`config.mk`:
```
export PLATFORM = sky130hd
export DESIGN_NAME = esop_tt_capture_flat
export DESIGN_NICKNAME = d
export VERILOG_FILES = /design/src/rtl/esop_tt_capture_if.sv /design/src/rtl/esop_tt_capture.sv /design/src/flat_wrapper.sv
export SDC_FILE = /design/constraint.sdc
export NUM_CORES = 1
export LEC_CHECK = 0
export ABC_AREA = 1
export CORE_MARGIN = 4
export CORE_UTILIZATION = 55
export CTS_BUF_LIST = sky130_fd_sc_hd__clkbuf_8
export DETAILED_ROUTE_END_ITERATION = 8
export GPL_TIMING_DRIVEN = 0
export PLACE_DENSITY = 0.91
export SYNTH_ARGS = -nofsm -noshare
export SYNTH_HDL_FRONTEND = slang
export SYNTH_SLANG_ARGS = --single-unit
```
`constraint.sdc`:
```
create_clock -name clk -period 2.8 [get_ports clk]
set_input_delay 0.7 -clock clk [delete_from_list [all_inputs] [get_ports clk]]
set_output_delay 0.7 -clock clk [all_outputs]
set_load 0.01 [all_outputs]
```
`src/rtl/esop_tt_capture_if.sv`:
```
// Truth-table word stream leaving the capture stage: packed word, its index,
// running ones-count and the end-of-sweep pulse, with valid/ready flow control.
interface esop_tt_capture_if #(
  parameter int NIN    = 10,
  parameter int WORD_W = 32
);
  logic [WORD_W-1:0] word_data;
  logic [NIN-1:0]    word_idx;
  logic              word_valid;
  logic              word_ready;
  logic [NIN:0]      ones_count;
  logic              done;

  modport master (
    output word_data, word_idx, word_valid, ones_count, done,
    input  word_ready
  );

  modport slave (
    input  word_data, word_idx, word_valid, ones_count, done,
    output word_ready
  );
endinterface

```
`src/rtl/esop_tt_capture.sv`:
```
// Sweeps all 2^NIN minterms through an external ESOP network and packs f into words.
// WORD_W sweep cycles per word, then holds in EMIT (x frozen) until the word is accepted.
module esop_tt_capture #(
  parameter int NIN    = 10,
  parameter int WORD_W = 32
) (
  input  logic            clk,
  input  logic            rst,
  input  logic            start,
  output logic            busy,
  output logic [NIN-1:0]  x,
  input  logic            f,
  esop_tt_capture_if.master wif
);
  localparam int              NWORDS   = (1 << NIN) / WORD_W;
  localparam int              LW       = (WORD_W > 1) ? $clog2(WORD_W) : 1;
  localparam logic [NIN-1:0]  LOW_MASK = NIN'(WORD_W - 1);
  localparam logic [NIN-1:0]  LAST_IDX = NIN'(NWORDS - 1);

  typedef enum logic [1:0] {IDLE, SWEEP, EMIT} state_e;

  state_e            state_q, state_d;
  logic [NIN-1:0]    x_q, x_d;
  logic [WORD_W-1:0] shreg_q, shreg_d;
  logic [NIN-1:0]    idx_q, idx_d;
  logic [NIN:0]      ones_q, ones_d;
  logic              done_q, done_d;
  logic [LW-1:0]     bitpos;

  assign bitpos = LW'(x_q & LOW_MASK);

  always_comb begin
    state_d = state_q;
    x_d     = x_q;
    shreg_d = shreg_q;
    idx_d   = idx_q;
    ones_d  = ones_q;
    done_d  = 1'b0;
    case (state_q)
      IDLE: begin
        if (start) begin
          state_d = SWEEP;
          x_d     = '0;
          shreg_d = '0;
          idx_d   = '0;
          ones_d  = '0;
        end
      end
      SWEEP: begin
        shreg_d[bitpos] = f;
        ones_d          = ones_q + (NIN+1)'(f);
        // Last bit of the word: stop advancing x so f is not resampled during a stall.
        if ((x_q & LOW_MASK) == LOW_MASK) begin
          state_d = EMIT;
        end else begin
          x_d = x_q + 1'b1;
        end
      end
      EMIT: begin
        if (wif.word_ready) begin
          if (idx_q == LAST_IDX) begin
            state_d = IDLE;
            done_d  = 1'b1;
            x_d     = '0;
          end else begin
            state_d = SWEEP;
            x_d     = x_q + 1'b1;
            idx_d   = idx_q + 1'b1;
          end
        end
      end
      default: state_d = IDLE;
    endcase
  end

  always_ff @(posedge clk) begin
    if (rst) begin
      state_q <= IDLE;
      x_q     <= '0;
      shreg_q <= '0;
      idx_q   <= '0;
      ones_q  <= '0;
      done_q  <= 1'b0;
    end else begin
      state_q <= state_d;
      x_q     <= x_d;
      shreg_q <= shreg_d;
      idx_q   <= idx_d;
      ones_q  <= ones_d;
      done_q  <= done_d;
    end
  end

  assign busy           = (state_q != IDLE);
  assign x              = x_q;
  assign wif.word_valid = (state_q == EMIT);
  assign wif.word_data  = shreg_q;
  assign wif.word_idx   = idx_q;
  assign wif.ones_count = ones_q;
  assign wif.done       = done_q;
endmodule

```
`src/flat_wrapper.sv`:
```
// flat-port wrapper written by rule: the top's interface ports become plain ports
module esop_tt_capture_flat 
#(
  parameter int NIN    = 10,
  parameter int WORD_W = 32
)
  (clk, rst, start, busy, x, f, wif_word_data, wif_word_idx, wif_word_valid, wif_ones_count, wif_done, wif_word_ready);
  esop_tt_capture_if #(.NIN(NIN), .WORD_W(WORD_W)) wif_i ();
  input  logic clk;
  input  logic rst;
  input  logic start;
  output logic busy;
  output logic [NIN-1:0] x;
  input  logic f;
  output wire logic [$bits(wif_i.word_data)-1:0] wif_word_data;
  output wire logic [$bits(wif_i.word_idx)-1:0] wif_word_idx;
  output wire logic [$bits(wif_i.word_valid)-1:0] wif_word_valid;
  output wire logic [$bits(wif_i.ones_count)-1:0] wif_ones_count;
  output wire logic [$bits(wif_i.done)-1:0] wif_done;
  input wire logic [$bits(wif_i.word_ready)-1:0] wif_word_ready;
  assign wif_word_data = wif_i.word_data;
  assign wif_word_idx = wif_i.word_idx;
  assign wif_word_valid = wif_i.word_valid;
  assign wif_ones_count = wif_i.ones_count;
  assign wif_done = wif_i.done;
  assign wif_i.word_ready = wif_word_ready;
  esop_tt_capture #(.NIN(NIN), .WORD_W(WORD_W)) u_core (.clk(clk), .rst(rst), .start(start), .busy(busy), .x(x), .f(f), .wif(wif_i));
endmodule
```
==> impl_metrics.csv <==
group,metric,value,unit
grt,global_route.overflow_total,0,
setup_path,timing.critical_path.cells,"inv_1 -> ha_1 -> inv_1 -> clkdlybuf4s50_1",
timing,period_share,0.878,
cells_and_area,diodes,0,
timing,rsz_0062_raised_after_global_routing,"no",
flow_run,max_cap_viol_count,0,
timing,hold-worst-slack,0.483,ns
grt,first_global_vias,3328,
timing,min_period,2.46,ns
floorplanning,ios,71,
timing,maxSlewHeadroom,0.577,
cells_and_area,stdcell_count,605,
timing,setup-violations-final,0,
setup_path,critical_path.most_common_cell,"sky130_fd_sc_hd__inv_1",
setup_path,worst_ep_required_time,2.10,ns
drt,drt_first_pass_iters,5,
grt,first_pass_grt_wire_length,14.7,mm
drt,postRouteWirelength,8.78,mm
setup_path,cp_slowest_stage_delay,0.55,ns
floorplanning,coreArea,5640,um^2
cts,tritoncts.num_buffers,9,
setup_path,worst_path_max_delay_cell,"sky130_fd_sc_hd__clkdlybuf4s50_1",
cts,tritoncts,"yes",
cts,cts_max_path_buffers,2,
cts,clock_tree_sinks,66,
timing,fin_tns_setup,0,ns
power,worst_ir_drop_vdd,416,uV
grt,grt_start_max_net_pins,11,
cts,cts_resized,0,
drt,viasPerCell,5.62,
cts,hold_buffers,0,
floorplanning,die_area,7260,um^2
setup_path,startpoint_type,"register",
drt,ant_nets,0,
place,post-place-cells,590,
place,post_dp_area,4070,um^2
cells_and_area,most-common-layout-cells,"sky130_fd_sc_hd__nand2_1, sky130_fd_sc_hd__nor2_1, sky130_fd_sc_hd__clkdlybuf4s50_1, sky130_fd_sc_hd__dfxtp_1, sky130_fd_sc_hd__a21oi_1",
setup_path,path_class,"register to primary output",
setup_path,crit_path_max_fanout,4,
synth,synthesis.yosys.warnings,0,
timing,clock-skew-final,0.00921,ns
floorplanning,initial_core_util,0.581,
drt,post-route-drc-count,0,
cts,clk_root_buffer_cell,"sky130_fd_sc_hd__clkbuf_8",
floorplanning,cell_rows,27,
cells_and_area,design.final.nets,546,
floorplanning,die_h,85.2,um
floorplanning,floorplan.die.width,85.2,um
timing,clock.fmax,407,MHz
grt,track_usage,0.247,
power,leakagePower,1.57,nW
place,hpwlAfterDp,6.28,mm
setup_path,end_kind,"primary output",
synth,synth.cell_area,3280,um^2
cells_and_area,layout-area-overhead-vs-synth,30.4,%
synth,ys_types,26,
setup_path,worstPathArrival,1.76,ns
worst_hold_path,hp-class,"register to register",
place,port_buffers,70,
cells_and_area,final_area,4270,um^2
synth,synthCells,448,
synth,postSynthRegisterBits,66,
timing,finalHoldViolCount,0,
outcome,run_status,"finished clean",
cts,worstSkewPairLatency,0.34,ns
synth,synth.yosys.seq_area_share,0.403,
cts,cts.htree.levels,3,
grt,antenna_violations_before_repair,0,
timing,worst_margin_pin_slew,0.633,ns
place,place.gp.congestion,0.852,
drt,via_total_after_detailed_routing,3398,
synth,synth_fp_nets,465,
drt,number_of_drc_violations_after_detailed_routing_iteration_0,279,
cts,clock_transition_at_the_registers_of_the_reported_paths,0.07,ns
power,power-per-cell-area,652,nW/um^2
cts,post_cts.repair.setup_buffers,0,
timing,max_slew_vio_count,0,
cells_and_area,commonest_non_fill_non_tap_cell_in_the_layout,"sky130_fd_sc_hd__nand2_1",
synth,syn_area_per_cell,7.31,um^2
power,finalPower,0.00278,W
drt,routedWlPerCell,14.5,um
cells_and_area,post_route_cells_drive_above_1_share,0.0675,
-- per-stage QoR --
step | util | worst slack (ns)
finish | 0.757 | 0.343
global route | 0.757 | 0.251
CTS | 0.757 | 0.350
detailed placement | 0.721 | 0.374
global placement | 0.721 | 0.465
floorplan | - | 0.975
-- metal layers --
metal  wire length [um]  vias up  part of all wire  track usage
li1                   -     1647                 -            -
met5                  0        -                 0            0
met1               3660     1554              0.42        0.306
met3                727       21             0.083       0.0524
met4                180        0             0.021        0.106
met2               4210      176              0.48        0.414
-- where the power goes --
part,switching (W),internal (W)
Sequential,0.0000514,0.000983
Combinational,0.000633,0.000290
Clock,0.000352,0.000475
-- cell usage after synthesis --
cell	number	area (um^2)
sky130_fd_sc_hd__xnor2_1	1	8.76
sky130_fd_sc_hd__dfxtp_1	66	1320
sky130_fd_sc_hd__a21oi_1	53	265
sky130_fd_sc_hd__nand2_4	4	45.0
sky130_fd_sc_hd__nor2_1	77	289
sky130_fd_sc_hd__nor2_4	3	33.8
sky130_fd_sc_hd__o21ai_0	7	35.0
sky130_fd_sc_hd__o21ai_2	2	17.5
sky130_fd_sc_hd__nand2_1	84	315
sky130_fd_sc_hd__nand4_1	3	18.8
sky130_fd_sc_hd__xor2_1	8	70.1
sky130_fd_sc_hd__ha_1	12	150
sky130_fd_sc_hd__buf_4	1	7.51
sky130_fd_sc_hd__nand3b_1	2	15.0
sky130_fd_sc_hd__o21ai_1	2	10.0
sky130_fd_sc_hd__nor3_1	7	35.0
sky130_fd_sc_hd__nand2_2	3	18.8
sky130_fd_sc_hd__nand3_2	2	20.0
sky130_fd_sc_hd__a211oi_1	32	240
sky130_fd_sc_hd__inv_2	3	11.3
sky130_fd_sc_hd__inv_1	40	150
sky130_fd_sc_hd__nand3b_4	1	20.0
sky130_fd_sc_hd__buf_6	2	22.5
sky130_fd_sc_hd__nor3_2	1	10.0
sky130_fd_sc_hd__nand3_1	21	105
sky130_fd_sc_hd__clkbuf_1	11	41.3
-- cells by family (layout without fill, tap and decap cells) --
group           Yosys count  in the layout  synth area share
simple gates            208            208             0.283
compound gates           96             96             0.173
flops                    66             66             0.403
buf+inv                  57            142            0.0710
fa+ha+maj                12             12            0.0458
xor+xnor                  9              9            0.0241
-- final cells by class --
cell class              instances  area, um^2
multi-input cells             325        1720
fillers                       402        1370
flip-flops and latches         66        1320
repair buffers                 70         701
clock buffers                  12         165
inverters                      43         161
well taps                      72        90.1
plain buffers                  14        71.3
clock inverters                 3        38.8
-- registers in the layout, summed over array words and instances, names as in the netlist --
| register | count |
|---|---|
| u_core.wif.word_data | 32 |
| u_core.wif.done | 1 |
| u_core.wif.ones_count | 11 |
| u_core.wif.word_idx | 10 |
| u_core.x | 10 |
| u_core.state_q | 2 |
-- critical path, delay by kind of cell (launching register included) --
| kind | cells | cell delay, ns |
|---|---|---|
| DFF | 1 | 0.39 |
| buffers and inverters | 3 | 0.76 |
| adders and majority gates | 1 | 0.26 |
-- final timing paths --
kind                                                              end  slack (ns)  cells after the start                             startpoint
worst max-delay path                                             busy        0.34                      4         u_core.state_q[0]$_SDFFE_PP0P_
worst min-delay path            u_core.wif.ones_count[9]$_SDFFE_PP0P_        0.48                      2  u_core.wif.ones_count[9]$_SDFFE_PP0P_
worst max register to register               u_core.x[4]$_SDFFE_PP0P_        0.63                     11               u_core.x[1]$_SDFFE_PP0P_
worst min register to register  u_core.wif.ones_count[9]$_SDFFE_PP0P_        0.48                      2  u_core.wif.ones_count[9]$_SDFFE_PP0P_
No activity file was read; power rests on OpenSTA's default activity.
